### src/rtl/mac_reg_pkg.sv
// Register map, field widths, reset defaults and CPU-read handshake types
// shared by the host register bank and its consumers.
package mac_reg_pkg;

  localparam logic [6:0] A_TX_HWMARK               = 7'd0;
  localparam logic [6:0] A_TX_LWMARK               = 7'd1;
  localparam logic [6:0] A_PAUSE_FRAME_SEND_EN     = 7'd2;
  localparam logic [6:0] A_PAUSE_QUANTA_SET        = 7'd3;
  localparam logic [6:0] A_IFGSET                  = 7'd4;
  localparam logic [6:0] A_FULL_DUPLEX             = 7'd5;
  localparam logic [6:0] A_MAX_RETRY               = 7'd6;
  localparam logic [6:0] A_MAC_TX_ADD_EN           = 7'd7;
  localparam logic [6:0] A_MAC_TX_ADD_PROM_DATA    = 7'd8;
  localparam logic [6:0] A_MAC_TX_ADD_PROM_ADD     = 7'd9;
  localparam logic [6:0] A_MAC_TX_ADD_PROM_WR      = 7'd10;
  localparam logic [6:0] A_TX_PAUSE_EN             = 7'd11;
  localparam logic [6:0] A_XOFF_CPU                = 7'd12;
  localparam logic [6:0] A_XON_CPU                 = 7'd13;
  localparam logic [6:0] A_MAC_RX_ADD_CHK_EN       = 7'd14;
  localparam logic [6:0] A_MAC_RX_ADD_PROM_DATA    = 7'd15;
  localparam logic [6:0] A_MAC_RX_ADD_PROM_ADD     = 7'd16;
  localparam logic [6:0] A_MAC_RX_ADD_PROM_WR      = 7'd17;
  localparam logic [6:0] A_BROADCAST_FILTER_EN     = 7'd18;
  localparam logic [6:0] A_BROADCAST_BUCKET_DEPTH  = 7'd19;
  localparam logic [6:0] A_BROADCAST_BUCKET_INTV   = 7'd20;
  localparam logic [6:0] A_RX_APPEND_CRC           = 7'd21;
  localparam logic [6:0] A_RX_HWMARK               = 7'd22;
  localparam logic [6:0] A_RX_LWMARK               = 7'd23;
  localparam logic [6:0] A_CRC_CHK_EN              = 7'd24;
  localparam logic [6:0] A_RX_IFG_SET              = 7'd25;
  localparam logic [6:0] A_RX_MAX_LENGTH           = 7'd26;
  localparam logic [6:0] A_RX_MIN_LENGTH           = 7'd27;
  localparam logic [6:0] A_CPU_RD_ADDR             = 7'd28;
  localparam logic [6:0] A_CPU_RD_APPLY            = 7'd29;
  localparam logic [6:0] A_CPU_RD_GRANT            = 7'd30;
  localparam logic [6:0] A_CPU_RD_DOUT_L           = 7'd31;
  localparam logic [6:0] A_CPU_RD_DOUT_H           = 7'd32;
  localparam logic [6:0] A_LINE_LOOP_EN            = 7'd33;
  localparam logic [6:0] A_SPEED                   = 7'd34;

  localparam int W_WMARK     = 5;
  localparam int W_IFG       = 6;
  localparam int W_MAX_RETRY = 4;
  localparam int W_LENGTH    = 16;
  localparam int W_MIN_LEN   = 7;
  localparam int W_QUANTA    = 16;
  localparam int W_BUCKET    = 16;
  localparam int W_RD_ADDR   = 6;
  localparam int W_PROM_DATA = 8;
  localparam int W_PROM_ADD  = 3;
  localparam int W_SPEED     = 3;

  localparam logic [W_WMARK-1:0]     D_TX_HWMARK     = 5'h1E;
  localparam logic [W_WMARK-1:0]     D_TX_LWMARK     = 5'h19;
  localparam logic [W_IFG-1:0]       D_IFGSET        = 6'h0C;
  localparam logic                   D_FULL_DUPLEX   = 1'b1;
  localparam logic [W_MAX_RETRY-1:0] D_MAX_RETRY     = 4'h2;
  localparam logic [W_WMARK-1:0]     D_RX_HWMARK     = 5'h1A;
  localparam logic [W_WMARK-1:0]     D_RX_LWMARK     = 5'h10;
  localparam logic [W_IFG-1:0]       D_RX_IFG_SET    = 6'h0C;
  localparam logic [W_LENGTH-1:0]    D_RX_MAX_LENGTH = 16'h2710;
  localparam logic [W_MIN_LEN-1:0]   D_RX_MIN_LENGTH = 7'h40;
  localparam logic [W_SPEED-1:0]     D_SPEED         = 3'h4;

  typedef enum logic [1:0] {
    RD_IDLE = 2'd0,
    RD_WAIT = 2'd1,
    RD_DONE = 2'd2
  } rd_state_e;

  typedef struct packed {
    logic [W_WMARK-1:0]     tx_hwmark;
    logic [W_WMARK-1:0]     tx_lwmark;
    logic                   pause_frame_send_en;
    logic [W_QUANTA-1:0]    pause_quanta_set;
    logic [W_IFG-1:0]       ifgset;
    logic                   full_duplex;
    logic [W_MAX_RETRY-1:0] max_retry;
    logic                   mac_tx_add_en;
    logic [W_PROM_DATA-1:0] mac_tx_add_prom_data;
    logic [W_PROM_ADD-1:0]  mac_tx_add_prom_add;
    logic                   mac_tx_add_prom_wr;
    logic                   tx_pause_en;
    logic                   xoff_cpu;
    logic                   xon_cpu;
    logic                   mac_rx_add_chk_en;
    logic [W_PROM_DATA-1:0] mac_rx_add_prom_data;
    logic [W_PROM_ADD-1:0]  mac_rx_add_prom_add;
    logic                   mac_rx_add_prom_wr;
    logic                   broadcast_filter_en;
    logic [W_BUCKET-1:0]    broadcast_bucket_depth;
    logic [W_BUCKET-1:0]    broadcast_bucket_interval;
    logic                   rx_append_crc;
    logic [W_WMARK-1:0]     rx_hwmark;
    logic [W_WMARK-1:0]     rx_lwmark;
    logic                   crc_chk_en;
    logic [W_IFG-1:0]       rx_ifg_set;
    logic [W_LENGTH-1:0]    rx_max_length;
    logic [W_MIN_LEN-1:0]   rx_min_length;
    logic [W_RD_ADDR-1:0]   cpu_rd_addr;
    logic                   cpu_rd_apply;
    logic                   line_loop_en;
    logic [W_SPEED-1:0]     speed;
  } mac_cfg_t;

  function automatic mac_cfg_t cfg_reset_value();
    mac_cfg_t c;
    c               = '0;
    c.tx_hwmark     = D_TX_HWMARK;
    c.tx_lwmark     = D_TX_LWMARK;
    c.ifgset        = D_IFGSET;
    c.full_duplex   = D_FULL_DUPLEX;
    c.max_retry     = D_MAX_RETRY;
    c.rx_hwmark     = D_RX_HWMARK;
    c.rx_lwmark     = D_RX_LWMARK;
    c.rx_ifg_set    = D_RX_IFG_SET;
    c.rx_max_length = D_RX_MAX_LENGTH;
    c.rx_min_length = D_RX_MIN_LENGTH;
    c.speed         = D_SPEED;
    return c;
  endfunction

endpackage

### src/rtl/reg_edge_pulse.sv
// Registered rising-edge detector: pulse is high for one cycle, one cycle after level rises.
// Latency: 1 cycle from level change; Backpressure: none.
module reg_edge_pulse (
  input  logic clk_reg,
  input  logic reset,
  input  logic level,
  output logic pulse
);

  logic level_q;

  always_ff @(posedge clk_reg) begin
    if (!reset) begin
      level_q <= 1'b0;
      pulse   <= 1'b0;
    end else begin
      level_q <= level;
      pulse   <= level & ~level_q;
    end
  end

endmodule

### src/rtl/host_reg_bank.sv
// Host-mapped MAC configuration registers with statistics-read handshake and PROM write strobes.
// Latency: writes visible one cycle after the edge, reads combinational; Backpressure: none.
module host_reg_bank
  import mac_reg_pkg::*;
#(
  parameter int REG_COUNT = 35
) (
  input  logic        clk_reg,
  input  logic        reset,
  input  logic        csb,
  input  logic        wrb,
  input  logic [7:0]  ca,
  input  logic [15:0] cd_in,
  output logic [15:0] cd_out,
  output mac_cfg_t    cfg,
  output logic        tx_prom_wr_pulse,
  output logic        rx_prom_wr_pulse,
  input  logic        cpu_rd_grant_i,
  input  logic [31:0] cpu_rd_dout_i
);

  localparam logic [7:0] REG_LIMIT = 8'(REG_COUNT);

  mac_cfg_t    cfg_q;
  rd_state_e   rd_state_q;
  rd_state_e   rd_state_d;
  logic [15:0] dout_l_q;
  logic [15:0] dout_h_q;
  logic [15:0] rd_word;
  logic [6:0]  waddr;
  logic        mapped;
  logic        host_wr;
  logic        host_rd;
  logic        apply_wr;
  logic        rd_latch;
  logic        rd_grant;
  logic        unused_ca0;

  // Byte address from the host; bit 0 only selects a byte lane we never split.
  assign waddr      = ca[7:1];
  assign unused_ca0 = ca[0];
  assign mapped     = ({1'b0, waddr} < REG_LIMIT);
  assign host_wr    = ~csb & ~wrb & mapped;
  assign host_rd    = ~csb & wrb & mapped;
  assign apply_wr   = host_wr && (waddr == A_CPU_RD_APPLY);

  always_ff @(posedge clk_reg) begin
    if (!reset) begin
      cfg_q <= cfg_reset_value();
    end else begin
      // Grant clears apply; a host write in the same cycle is applied after and wins.
      if (rd_latch) begin
        cfg_q.cpu_rd_apply <= 1'b0;
      end
      if (host_wr) begin
        case (waddr)
          A_TX_HWMARK:              cfg_q.tx_hwmark                 <= cd_in[W_WMARK-1:0];
          A_TX_LWMARK:              cfg_q.tx_lwmark                 <= cd_in[W_WMARK-1:0];
          A_PAUSE_FRAME_SEND_EN:    cfg_q.pause_frame_send_en       <= cd_in[0];
          A_PAUSE_QUANTA_SET:       cfg_q.pause_quanta_set          <= cd_in[W_QUANTA-1:0];
          A_IFGSET:                 cfg_q.ifgset                    <= cd_in[W_IFG-1:0];
          A_FULL_DUPLEX:            cfg_q.full_duplex               <= cd_in[0];
          A_MAX_RETRY:              cfg_q.max_retry                 <= cd_in[W_MAX_RETRY-1:0];
          A_MAC_TX_ADD_EN:          cfg_q.mac_tx_add_en             <= cd_in[0];
          A_MAC_TX_ADD_PROM_DATA:   cfg_q.mac_tx_add_prom_data      <= cd_in[W_PROM_DATA-1:0];
          A_MAC_TX_ADD_PROM_ADD:    cfg_q.mac_tx_add_prom_add       <= cd_in[W_PROM_ADD-1:0];
          A_MAC_TX_ADD_PROM_WR:     cfg_q.mac_tx_add_prom_wr        <= cd_in[0];
          A_TX_PAUSE_EN:            cfg_q.tx_pause_en               <= cd_in[0];
          A_XOFF_CPU:               cfg_q.xoff_cpu                  <= cd_in[0];
          A_XON_CPU:                cfg_q.xon_cpu                   <= cd_in[0];
          A_MAC_RX_ADD_CHK_EN:      cfg_q.mac_rx_add_chk_en         <= cd_in[0];
          A_MAC_RX_ADD_PROM_DATA:   cfg_q.mac_rx_add_prom_data      <= cd_in[W_PROM_DATA-1:0];
          A_MAC_RX_ADD_PROM_ADD:    cfg_q.mac_rx_add_prom_add       <= cd_in[W_PROM_ADD-1:0];
          A_MAC_RX_ADD_PROM_WR:     cfg_q.mac_rx_add_prom_wr        <= cd_in[0];
          A_BROADCAST_FILTER_EN:    cfg_q.broadcast_filter_en       <= cd_in[0];
          A_BROADCAST_BUCKET_DEPTH: cfg_q.broadcast_bucket_depth    <= cd_in[W_BUCKET-1:0];
          A_BROADCAST_BUCKET_INTV:  cfg_q.broadcast_bucket_interval <= cd_in[W_BUCKET-1:0];
          A_RX_APPEND_CRC:          cfg_q.rx_append_crc             <= cd_in[0];
          A_RX_HWMARK:              cfg_q.rx_hwmark                 <= cd_in[W_WMARK-1:0];
          A_RX_LWMARK:              cfg_q.rx_lwmark                 <= cd_in[W_WMARK-1:0];
          A_CRC_CHK_EN:             cfg_q.crc_chk_en                <= cd_in[0];
          A_RX_IFG_SET:             cfg_q.rx_ifg_set                <= cd_in[W_IFG-1:0];
          A_RX_MAX_LENGTH:          cfg_q.rx_max_length             <= cd_in[W_LENGTH-1:0];
          A_RX_MIN_LENGTH:          cfg_q.rx_min_length             <= cd_in[W_MIN_LEN-1:0];
          A_CPU_RD_ADDR:            cfg_q.cpu_rd_addr               <= cd_in[W_RD_ADDR-1:0];
          A_CPU_RD_APPLY:           cfg_q.cpu_rd_apply              <= cd_in[0];
          A_LINE_LOOP_EN:           cfg_q.line_loop_en              <= cd_in[0];
          A_SPEED:                  cfg_q.speed                     <= cd_in[W_SPEED-1:0];
          default: ;
        endcase
      end
    end
  end

  always_ff @(posedge clk_reg) begin
    if (!reset) begin
      rd_state_q <= RD_IDLE;
    end else begin
      rd_state_q <= rd_state_d;
    end
  end

  always_comb begin
    rd_state_d = rd_state_q;
    case (rd_state_q)
      RD_IDLE: begin
        if (apply_wr && cd_in[0]) rd_state_d = RD_WAIT;
      end
      RD_WAIT: begin
        if (apply_wr)            rd_state_d = cd_in[0] ? RD_WAIT : RD_IDLE;
        else if (cpu_rd_grant_i) rd_state_d = RD_DONE;
      end
      RD_DONE: begin
        if (apply_wr) rd_state_d = cd_in[0] ? RD_WAIT : RD_IDLE;
      end
      default: rd_state_d = RD_IDLE;
    endcase
  end

  always_comb begin
    rd_latch = (rd_state_q == RD_WAIT) && cpu_rd_grant_i;
    rd_grant = (rd_state_q == RD_DONE);
  end

  always_ff @(posedge clk_reg) begin
    if (!reset) begin
      dout_l_q <= 16'h0000;
      dout_h_q <= 16'h0000;
    end else if (rd_latch) begin
      dout_l_q <= cpu_rd_dout_i[15:0];
      dout_h_q <= cpu_rd_dout_i[31:16];
    end
  end

  always_comb begin
    rd_word = 16'h0000;
    case (waddr)
      A_TX_HWMARK:              rd_word = 16'(cfg_q.tx_hwmark);
      A_TX_LWMARK:              rd_word = 16'(cfg_q.tx_lwmark);
      A_PAUSE_FRAME_SEND_EN:    rd_word = 16'(cfg_q.pause_frame_send_en);
      A_PAUSE_QUANTA_SET:       rd_word = cfg_q.pause_quanta_set;
      A_IFGSET:                 rd_word = 16'(cfg_q.ifgset);
      A_FULL_DUPLEX:            rd_word = 16'(cfg_q.full_duplex);
      A_MAX_RETRY:              rd_word = 16'(cfg_q.max_retry);
      A_MAC_TX_ADD_EN:          rd_word = 16'(cfg_q.mac_tx_add_en);
      A_MAC_TX_ADD_PROM_DATA:   rd_word = 16'(cfg_q.mac_tx_add_prom_data);
      A_MAC_TX_ADD_PROM_ADD:    rd_word = 16'(cfg_q.mac_tx_add_prom_add);
      A_MAC_TX_ADD_PROM_WR:     rd_word = 16'(cfg_q.mac_tx_add_prom_wr);
      A_TX_PAUSE_EN:            rd_word = 16'(cfg_q.tx_pause_en);
      A_XOFF_CPU:               rd_word = 16'(cfg_q.xoff_cpu);
      A_XON_CPU:                rd_word = 16'(cfg_q.xon_cpu);
      A_MAC_RX_ADD_CHK_EN:      rd_word = 16'(cfg_q.mac_rx_add_chk_en);
      A_MAC_RX_ADD_PROM_DATA:   rd_word = 16'(cfg_q.mac_rx_add_prom_data);
      A_MAC_RX_ADD_PROM_ADD:    rd_word = 16'(cfg_q.mac_rx_add_prom_add);
      A_MAC_RX_ADD_PROM_WR:     rd_word = 16'(cfg_q.mac_rx_add_prom_wr);
      A_BROADCAST_FILTER_EN:    rd_word = 16'(cfg_q.broadcast_filter_en);
      A_BROADCAST_BUCKET_DEPTH: rd_word = cfg_q.broadcast_bucket_depth;
      A_BROADCAST_BUCKET_INTV:  rd_word = cfg_q.broadcast_bucket_interval;
      A_RX_APPEND_CRC:          rd_word = 16'(cfg_q.rx_append_crc);
      A_RX_HWMARK:              rd_word = 16'(cfg_q.rx_hwmark);
      A_RX_LWMARK:              rd_word = 16'(cfg_q.rx_lwmark);
      A_CRC_CHK_EN:             rd_word = 16'(cfg_q.crc_chk_en);
      A_RX_IFG_SET:             rd_word = 16'(cfg_q.rx_ifg_set);
      A_RX_MAX_LENGTH:          rd_word = cfg_q.rx_max_length;
      A_RX_MIN_LENGTH:          rd_word = 16'(cfg_q.rx_min_length);
      A_CPU_RD_ADDR:            rd_word = 16'(cfg_q.cpu_rd_addr);
      A_CPU_RD_APPLY:           rd_word = 16'(cfg_q.cpu_rd_apply);
      A_CPU_RD_GRANT:           rd_word = 16'(rd_grant);
      A_CPU_RD_DOUT_L:          rd_word = dout_l_q;
      A_CPU_RD_DOUT_H:          rd_word = dout_h_q;
      A_LINE_LOOP_EN:           rd_word = 16'(cfg_q.line_loop_en);
      A_SPEED:                  rd_word = 16'(cfg_q.speed);
      default:                  rd_word = 16'h0000;
    endcase
  end

  assign cd_out = host_rd ? rd_word : 16'h0000;
  assign cfg    = cfg_q;

  reg_edge_pulse u_tx_prom_pulse (
    .clk_reg (clk_reg),
    .reset   (reset),
    .level   (cfg_q.mac_tx_add_prom_wr),
    .pulse   (tx_prom_wr_pulse)
  );

  reg_edge_pulse u_rx_prom_pulse (
    .clk_reg (clk_reg),
    .reset   (reset),
    .level   (cfg_q.mac_rx_add_prom_wr),
    .pulse   (rx_prom_wr_pulse)
  );

endmodule

### config.mk
export PLATFORM = sky130hd
export DESIGN_NAME = host_reg_bank
export DESIGN_NICKNAME = d
export VERILOG_FILES = /design/src/rtl/mac_reg_pkg.sv /design/src/rtl/reg_edge_pulse.sv /design/src/rtl/host_reg_bank.sv
export SDC_FILE = /design/constraint.sdc
export NUM_CORES = 1
export LEC_CHECK = 0
export ABC_CLOCK_PERIOD_IN_PS = 2400
export CORE_MARGIN = 2
export CORE_UTILIZATION = 50
export DETAILED_ROUTE_END_ITERATION = 12
export PLACE_DENSITY = 0.86
export SLEW_MARGIN = 20
export SYNTH_ARGS = -nofsm -noshare
export SYNTH_HDL_FRONTEND = slang
export SYNTH_SLANG_ARGS = --single-unit
### constraint.sdc
create_clock -name clk_reg -period 2.4 [get_ports clk_reg]
set_input_delay 0.24 -clock clk_reg [delete_from_list [all_inputs] [get_ports clk_reg]]
set_output_delay 0.24 -clock clk_reg [all_outputs]
set_load 0.02 [all_outputs]
# [Yosys cells after proc, flatten, opt, wreduce, memory -nomap -nowiden]
# Cells that the tools add are included.
# Widths: inputs -> output; s select.
[totals] reg_bits=190 out_inout_bits=170 wordCells=139
[classes] magnitude_cmp=1 eq_ne=39 n_mux=13 bitwise_logic=10 reduce_logical=37
[op_table] op="$pmux 16 s35" count=1
[op_table] op="$eq 7x5->1 const B" count=16
[op_table] op="$reduce_and 2->1" count=31
[op_table] op="$eq 7x4->1 const B" count=8
[op_table] op="$eq 7x3->1 const B" count=4
[op_table] op="$eq 7x6->1 const B" count=3
[op_table] op="$mux 16" count=1
[op_table] op="$eq 7x2->1 const B" count=2
[op_table] op="$mux 2" count=4
[op_table] op="$eq 7x1->1 const B" count=1
[op_table] op="$logic_not 7->1" count=1
[op_table] op="$lt 7x6->1 const B" count=1
[op_table] op="$and 1x1->1" count=6
[op_table] op="$pmux 2 s3" count=1
[op_table] op="$mux 5" count=1
[op_table] op="$mux 1" count=4
[op_table] op="$ne 2x2->1 const B" count=2
[op_table] op="$not 1->1" count=4
[op_table] op="$logic_and 1x1->1" count=3
[op_table] op="$mux 3" count=1
[op_table] op="$ne 3x3->1 const B" count=1
[op_table] op="$reduce_and 3->1" count=1
[op_table] op="$eq 2x1->1 const B" count=1
[op_table] op="$eq 2x2->1 const B" count=1
[op_table] op="$logic_not 2->1" count=1

# [Logic depth before layout (Yosys ltp)]
# Gate-level depths: netlist (run 1).
[depth] word_depth=7 depth_mapped=10 ltp_nobuf=6

# [Modules after synthesis]
# From an unflattened synthesis (run 1), not the netlist that was laid out.
[hier_totals] cells_unflattened=1070 hier_area_um2=9100.0
[modules_own_cells] module="host_reg_bank" n_inst=1 cells_each=1062 area_each_um2=8989.9
[modules_own_cells] module="reg_edge_pulse" n_inst=2 cells_each=4 area_each_um2=55.1

# [Worst setup path before layout (run 1)]
# No wires, ideal clock.
[synth_timing] kind="input to output" start="in ca[6]" end="out cd_out[1]" t_arrival_ns=2.050 t_required_ns=2.160 setup_slack_ns=0.110 path_stages=9 cell_sequence="buf_2 > or4b_1 > buf_2 > nor2_1 > buf_2 > nand3_1 > nand4_1 > a21oi_1 > a31oi_1"
[synth_via] elab_chain_len=3
[synth_rtl] item="from (decl)" line="host_reg_bank.sv:12" text="input logic [7:0] ca,"
[synth_rtl] item="$lt 7x6->1, or another cell as far along" line="host_reg_bank.sv:42" text="assign mapped = ({1'b0, waddr} < REG_LIMIT);"
[synth_rtl] item="$and 1x1->1 / $pmux 16 s35 (equally long branches)" line="host_reg_bank.sv:44, host_reg_bank.sv:137"
[synth_rtl] item="$mux 16 *" line="host_reg_bank.sv:177" text="assign cd_out = host_rd ? rd_word : 16'h0000;"
[synth_rtl] item="to (decl)" line="host_reg_bank.sv:14" text="output logic [15:0] cd_out,"
# Every way passes the cells marked *; elsewhere a longest branch is shown, timed or not.

# [Worst setup path in the final report (run 1)]
[layout_timing] start="in ca[3]" end="out cd_out[8]"
# Same word-level chain as after synthesis.

==> results of run 1 <==
## layout by cell type, fill, tap and decap left out, drive strengths merged, types with 15 or more instances in the layout
cell           count
nand2            303
buf              206
clkdlybuf4s50    205
dfxtp            190
a21boi           125
nand3             70
mux2i             63
nor2b             40
nor2              35
o21ai             21
a22oi             18
a21oi             18
clkbuf            17
nor3              15
## logic make-up (layout without fill, tap and decap cells)
group	count (synthesis)	after routing	synth area share, %
xor gates and xnor gates	2	2	0.194
muxes	75	75	8.46
DFF	190	190	42.0
AOI/OAI and AO/OA	240	240	19.3
and+or+nand+nor	502	502	25.3
buffers and inverters	98	446	4.70
## where the power goes
part	internal, mW	switching, mW
Clock	1.49	1.41
Combinational	0.289	0.330
Sequential	3.15	0.00398
## state kept, by name, indices dropped and copies added (netlist names)
| register | count |
|---|---|
| cfg | 152 |
| dout_h_q | 16 |
| dout_l_q | 16 |
| rd_state_q | 2 |
| u_rx_prom_pulse.level_q | 1 |
| u_rx_prom_pulse.pulse | 1 |
| u_tx_prom_pulse.level_q | 1 |
| u_tx_prom_pulse.pulse | 1 |
## layout make-up
| cell class | count | area, sq um | area share, % |
|---|---|---|---|
| multi-input cells | 819 | 5030 | 37.3 |
| flip-flops and latches | 190 | 3800 | 28.2 |
| repair buffers | 411 | 3770 | 27.9 |
| clock buffers | 17 | 425 | 3.15 |
| well taps | 229 | 287 | 2.12 |
| clock inverters | 14 | 166 | 1.23 |
| inverters | 4 | 15.0 | 0.111 |
## synth_stat cells, types with 2 or more instances
cell and instances:
nand2_1 302, dfxtp_1 190, a21boi_0 117, nand3_1 70, clkbuf_1 63, mux2i_1 63, nor2b_1 40, nor2_1 32
buf_2 25, o21ai_0 21, a21oi_1 18, a22oi_1 18, mux2_2 12, a222oi_1 11, a31oi_1 11, a21boi_1 8
nor3_1 8, o22ai_1 7, a221oi_1 6, nand2b_1 6, a32oi_1 5, and3_1 5, nor3_2 5, or3_1 5
a22o_1 4, and2_1 4, inv_1 4, a221o_1 3, buf_4 3, nand4_1 3, or2_2 3, a311o_1 2
buf_6 2, nand3b_1 2, nor2_2 2, nor3_4 2, nor4_1 2, o32ai_1 2, or4_1 2, xor2_1 2
## worst max path at each step
stage,end,slack (ns),from
after floorplan,cd_out[1],0.11,ca[6]
after global placement,cd_out[4],-0.99,ca[2]
after detailed placement,cd_out[10],-0.94,ca[2]
after CTS,cd_out[4],0.02,ca[5]
after global routing,cd_out[6],-0.03,ca[3]
final,cd_out[8],0.009,ca[3]
## timing repair
action | CTS | global route
pin swaps | 6 | 1
setup buffers | 7 | 0
cloned | 1 | 0
gates resized for setup | 140 | 21
endpoints found under the setup margin | 16 | 11
hold buffers | 0 | 0
## critical path: cells and delay by family
| kind | cells | cell delay [ns] |
|---|---|---|
| compound gates | 4 | 0.94 |
| buf+inv | 3 | 0.51 |
| simple gates | 1 | 0.44 |
## per-layer routing
layer  vias up  part of all wire (%)
li1       4494                     -
met4         0                   7.1
met3       158                   8.8
met1      4694                    38
met2       620                    46
met5         -                     0
==> impl_metrics.tcl, run 1 <==
set metrics [dict create \
    reg2reg_from "rd_state_q[0]" \
    setup_viol 0 \
    start_util_pct 50.7 \
    root_buffer "clkbuf_16" \
    cts_tree "done" \
    cp_max_fo 7 \
    timing.fmax_ghz 0.418 \
    postSynthCellCount 1107 \
    maxCapViolCount 0 \
    synth_area_leaders "dfxtp_1 (42%), nand2_1 (13%), a21boi_0 (9.7%), mux2i_1 (7.0%), nand3_1 (3.9%)" \
    synth_async_sr_flop_share_pct 0 \
    clock_latency_ns 0.45 \
    layout.cells.non_filler 1684 \
    synth_fp_nets 1168 \
    synth_edf_count 0 \
    htreeDepth 4 \
    postRouteAntennaNets 0 \
    max_stage_delay_ns 0.46 \
    leakagePower_nw 5.10 \
    r2r_cells 5 \
    dr.pass1.iters 6 \
    cts_sinks 190 \
    critPathMostFrequentCell "a21oi_1" \
    overflow 0 \
    required_ns 2.16 \
    place_area_sq_um 12700 \
    io_buffers 229 \
    slowest_stage "a311o_2" \
    drt_iter0_drc 893 \
    regToRegEndpoint "dout_h_q[7]" \
    period_share_pct 99.6 \
    syn_area_sq_um 9050 \
    min_delay_path_depth 2 \
    die_area_sq_um 19200 \
    max-clock-path-buffers 2 \
    numCtsBuffers 17 \
    first_global_vias 9830 \
    endpoint_kind "output pin" \
    ios 231 \
    grtUsageMet1_pct 47.8 \
    yosysTopAreaCellShare_pct 42.0 \
    hold_end "cfg[115]" \
    drive_gt1_share_pct 20.5 \
    track_usage_pct 39.9 \
    design_area_sq_um 13500 \
    setup_slack_ns 0.00859 \
    syn-mean-instance-area_sq_um 8.18 \
    area_growth_pct 49.1 \
    synth.distinct_cells 57 \
    slew_headroom_pct 39.8 \
    die_y_um 139 \
    layout_min_cycle_time_ns 2.39 \
    die_x_um 139 \
    crit_chain "buf_2 > or3_4 > a21oi_1 > o21ai_0 > a311o_2 > buf_12 > a21oi_1 > buf_4" \
    hold_violations 0 \
    tns_ns 0 \
    top_usage_layer "met2" \
    criticalPathCategory "in2out" \
    worst_pin_slew_ns 0.900 \
    hold-worst-slack_ns 0.157 \
    met3_usage_pct 9.43 \
    use_met2_pct 64.8 \
    antenna_found_initial 0 \
    yosys.area.top_type "dfxtp_1" \
    synth_seq_cells 190 \
    place_hpwl_um 29200 \
    final_util_pct 75.6 \
    power_density_nw_per_um2 495 \
    drc 0 \
    post_drt_via_cell_ratio 5.92 \
    pre_cts_slack_ns -0.945 \
    clock_skew_ns 0.00607 \
    hp-start "reset" \
    grt_max_degree 109 \
    dp_cells 1646 \
    r2r_slack_ns 0.87 \
    min_path_type "in2reg" \
    wl_per_cell_um 23.1 \
    grt_pass1_wl_um 58700 \
    nNetsFinal 1504 \
    row_count 49 \
    ys_seq_area_share_pct 42.0 \
    ys.warnings.count 0 \
    gp_congestion 1.04 \
    ir_worst_vdd_mv 0.508 \
    vias 9966 \
    arrival_ns 2.15 \
    status "completed" \
    grt_setup_unrepaired "yes" \
    setup.worst_path.start_class "input port" \
    p_total_mw 6.68 \
    synth-main-ff-cell "dfxtp_1" \
    clk_pin_slew_ns 0.07 \
    wl_um 38900 \
    diodes 0 \
    n_fill_cell 1283 \
    core_sq_um 17800 \
    drv_slew 0 \
]
(Power assumes the default switching activity.)
==> run 2: changes to the inputs <==
--- a/config.mk
+++ b/config.mk
@@ -6,7 +6,7 @@
 export NUM_CORES = 1
 export LEC_CHECK = 0
 export ABC_CLOCK_PERIOD_IN_PS = 2400
-export CORE_MARGIN = 2
+export CORE_MARGIN = 10
 export CORE_UTILIZATION = 50
 export DETAILED_ROUTE_END_ITERATION = 12
 export PLACE_DENSITY = 0.86
==> run 2 against run 1 <==
Effect of this change:
- clock power about the same
- clock-buffer cell count up 2
- setup slack better by 0.018 ns
- maximum frequency up 0.78%
- design area up 0.52%
- non-clock buffer count down 7
- register-to-register slack worse by 0.03 ns
- critical path type unchanged
==> impl_metrics.tcl, run 2 (synthesis gave the netlist of run 1 again) <==
set metrics [dict create \
    required_ns 2.16 \
    cts_sinks 190 \
    r2r_slack_ns 0.84 \
    wl_per_cell_um 23.8 \
    timing.fmax_ghz 0.421 \
    diodes 0 \
    hold-worst-slack_ns 0.199 \
    htreeDepth 4 \
    die_x_um 155 \
    period_share_pct 98.9 \
    max_stage_delay_ns 0.48 \
    ir_worst_vdd_mv 0.506 \
    clk_pin_slew_ns 0.08 \
    die_y_um 155 \
    endpoint_kind "output pin" \
    die_area_sq_um 23900 \
    setup_viol 0 \
    use_met2_pct 52.2 \
    path_buf_inv 4 \
    antenna_found_initial 1 \
    cts_hold_buf 0 \
    row_count 49 \
    max-clock-path-buffers 2 \
    hp-start "reset" \
    hold_violations 0 \
    p_int_mw 4.95 \
    slowest_stage "a311o_2" \
    cp.depth 10 \
    cts_tree "done" \
    slew_headroom_pct 35.5 \
    final_common_cell "nand2_1" \
    postRouteAntennaNets 0 \
    power_switching_mw 1.74 \
    numCtsBuffers 17 \
    core_sq_um 17900 \
    clock_skew_ns 0.00802 \
    worst_pin_slew_ns 0.964 \
    n_fill_cell 1320 \
    grt_setup_unrepaired "yes" \
    reg2reg_from "rd_state_q[0]" \
    dr.pass1.iters 7 \
    wl_um 40000 \
    final_cell_mix "nand2_1 (302), clkdlybuf4s50_1 (205), dfxtp_1 (189)" \
    met3_usage_pct 9.57 \
    regToRegEndpoint "dout_l_q[8]" \
    crit_chain "clkdlybuf4s15_2 > buf_4 > nand2b_4 > o21bai_1 > a32o_2 > a21oi_2 > a311o_2 > buf_8 > a31oi_4 > buf_6" \
    r2r_cells 5 \
    criticalPathCategory "in2out" \
    switching_share_pct 26.0 \
    clkPwrFrac_pct 43.5 \
    gp_congestion 1.01 \
    drive_gt1_share_pct 20.8 \
    track_usage_pct 32.0 \
    largest_register_ffs 152 \
    min_delay_path_depth 2 \
    grt_max_degree 74 \
    cp_top_family "compound AO/OA/AOI/OAI gates" \
    grt_pass1_wl_um 59800 \
    area_growth_pct 49.9 \
    layout_min_cycle_time_ns 2.37 \
    status "completed" \
    cp_max_fo 6 \
    nNetsFinal 1497 \
    ios 231 \
    io_buffers 229 \
    overflow 0 \
    sequentialPowerShare_pct 47.1 \
    maxCapViolCount 0 \
    combPwrFrac_pct 9.3 \
    vias 10016 \
    power_density_nw_per_um2 494 \
    place_hpwl_um 30100 \
    tns_ns 0 \
    drc 0 \
    first_global_vias 9840 \
    top_usage_layer "met2" \
    arrival_ns 2.13 \
    drv_slew 0 \
    root_buffer "clkbuf_16" \
    start_util_pct 50.6 \
    setup.worst_path.start_class "input port" \
    clock_latency_ns 0.45 \
    leakagePower_nw 5.07 \
    min_path_type "in2reg" \
    post_drt_via_cell_ratio 5.97 \
    hold_end "cfg[47]" \
    grtUsageMet1_pct 39.0 \
    drt_iter0_drc 1172 \
]
## run 2: changes by cell type in the layout (fill, tap and decap cells not counted), moves of 3 or more
cell        change
buf_6           +4
a21oi_4         +3
clkinvlp_4      +3
a21oi_1         -3
buf_4          -12
inv_6           -4
a221oi_1        -3
buf_2           -3
## run 2: metal layers
metal | up-vias | share of wire, %
met1 | 4797 | 38
met5 | - | 0
met4 | 0 | 3.5
met2 | 623 | 47
met3 | 103 | 11
li1 | 4493 | -
## run 2: cell type report
| class | count | area [sq um] | area share, % |
|---|---|---|---|
| clock buffer | 19 | 443 | 3.27 |
| tap | 229 | 287 | 2.11 |
| sequential | 190 | 3800 | 28.0 |
| multi-input combinational | 819 | 5110 | 37.7 |
| timing repair buffer | 404 | 3760 | 27.7 |
| inverter | 4 | 15.0 | 0.111 |
| clock inverter | 13 | 150 | 1.11 |
## run 2: power by group through the flow
stage	clock (mW)	sequential, mW	combinational [mW]
global placement	0	3.23	0.579
CTS	2.91	3.16	0.605
floorplan	0	3.23	0.236
detailed placement	0	3.23	0.578
global route	3.04	3.16	0.649
finish	2.92	3.16	0.625
## run 2: worst max path at each step
stage	startpoint	endpoint	slack, ns
2_1_floorplan	ca[6]	cd_out[1]	0.11
3_3_place_gp	ca[4]	cd_out[0]	-0.97
3_5_place_dp	ca[4]	cd_out[13]	-0.93
4_1_cts	ca[2]	cd_out[6]	0.007
5_1_grt	ca[1]	cd_out[11]	-0.04
6_report	ca[1]	cd_out[6]	0.03
## run 2: stage by stage
step | utilization (%) | setup WS, ns | power, mW | instances | area [sq um]
2_1_floorplan | - | 0.110 | 3.47 | 1107 | 9050
3_3_place_gp | 70.6 | -0.968 | 3.81 | 1639 | 12600
3_5_place_dp | 70.6 | -0.931 | 3.81 | 1639 | 12600
4_1_cts | 75.2 | 0.00683 | 6.67 | 1678 | 13500
5_1_grt | 75.8 | -0.0444 | 6.85 | 1678 | 13600
6_report | 75.8 | 0.0270 | 6.70 | 1678 | 13600
## run 2: timing repair
action / 4_1_cts / 5_1_grt
cloned: 2 / 0
pin swaps: 11 / 11
resized for setup: 152 / 26
endpoints found under the setup margin: 16 / 16
buffers inserted: 5 / 1
endpoints found under the hold margin: 0 / 0
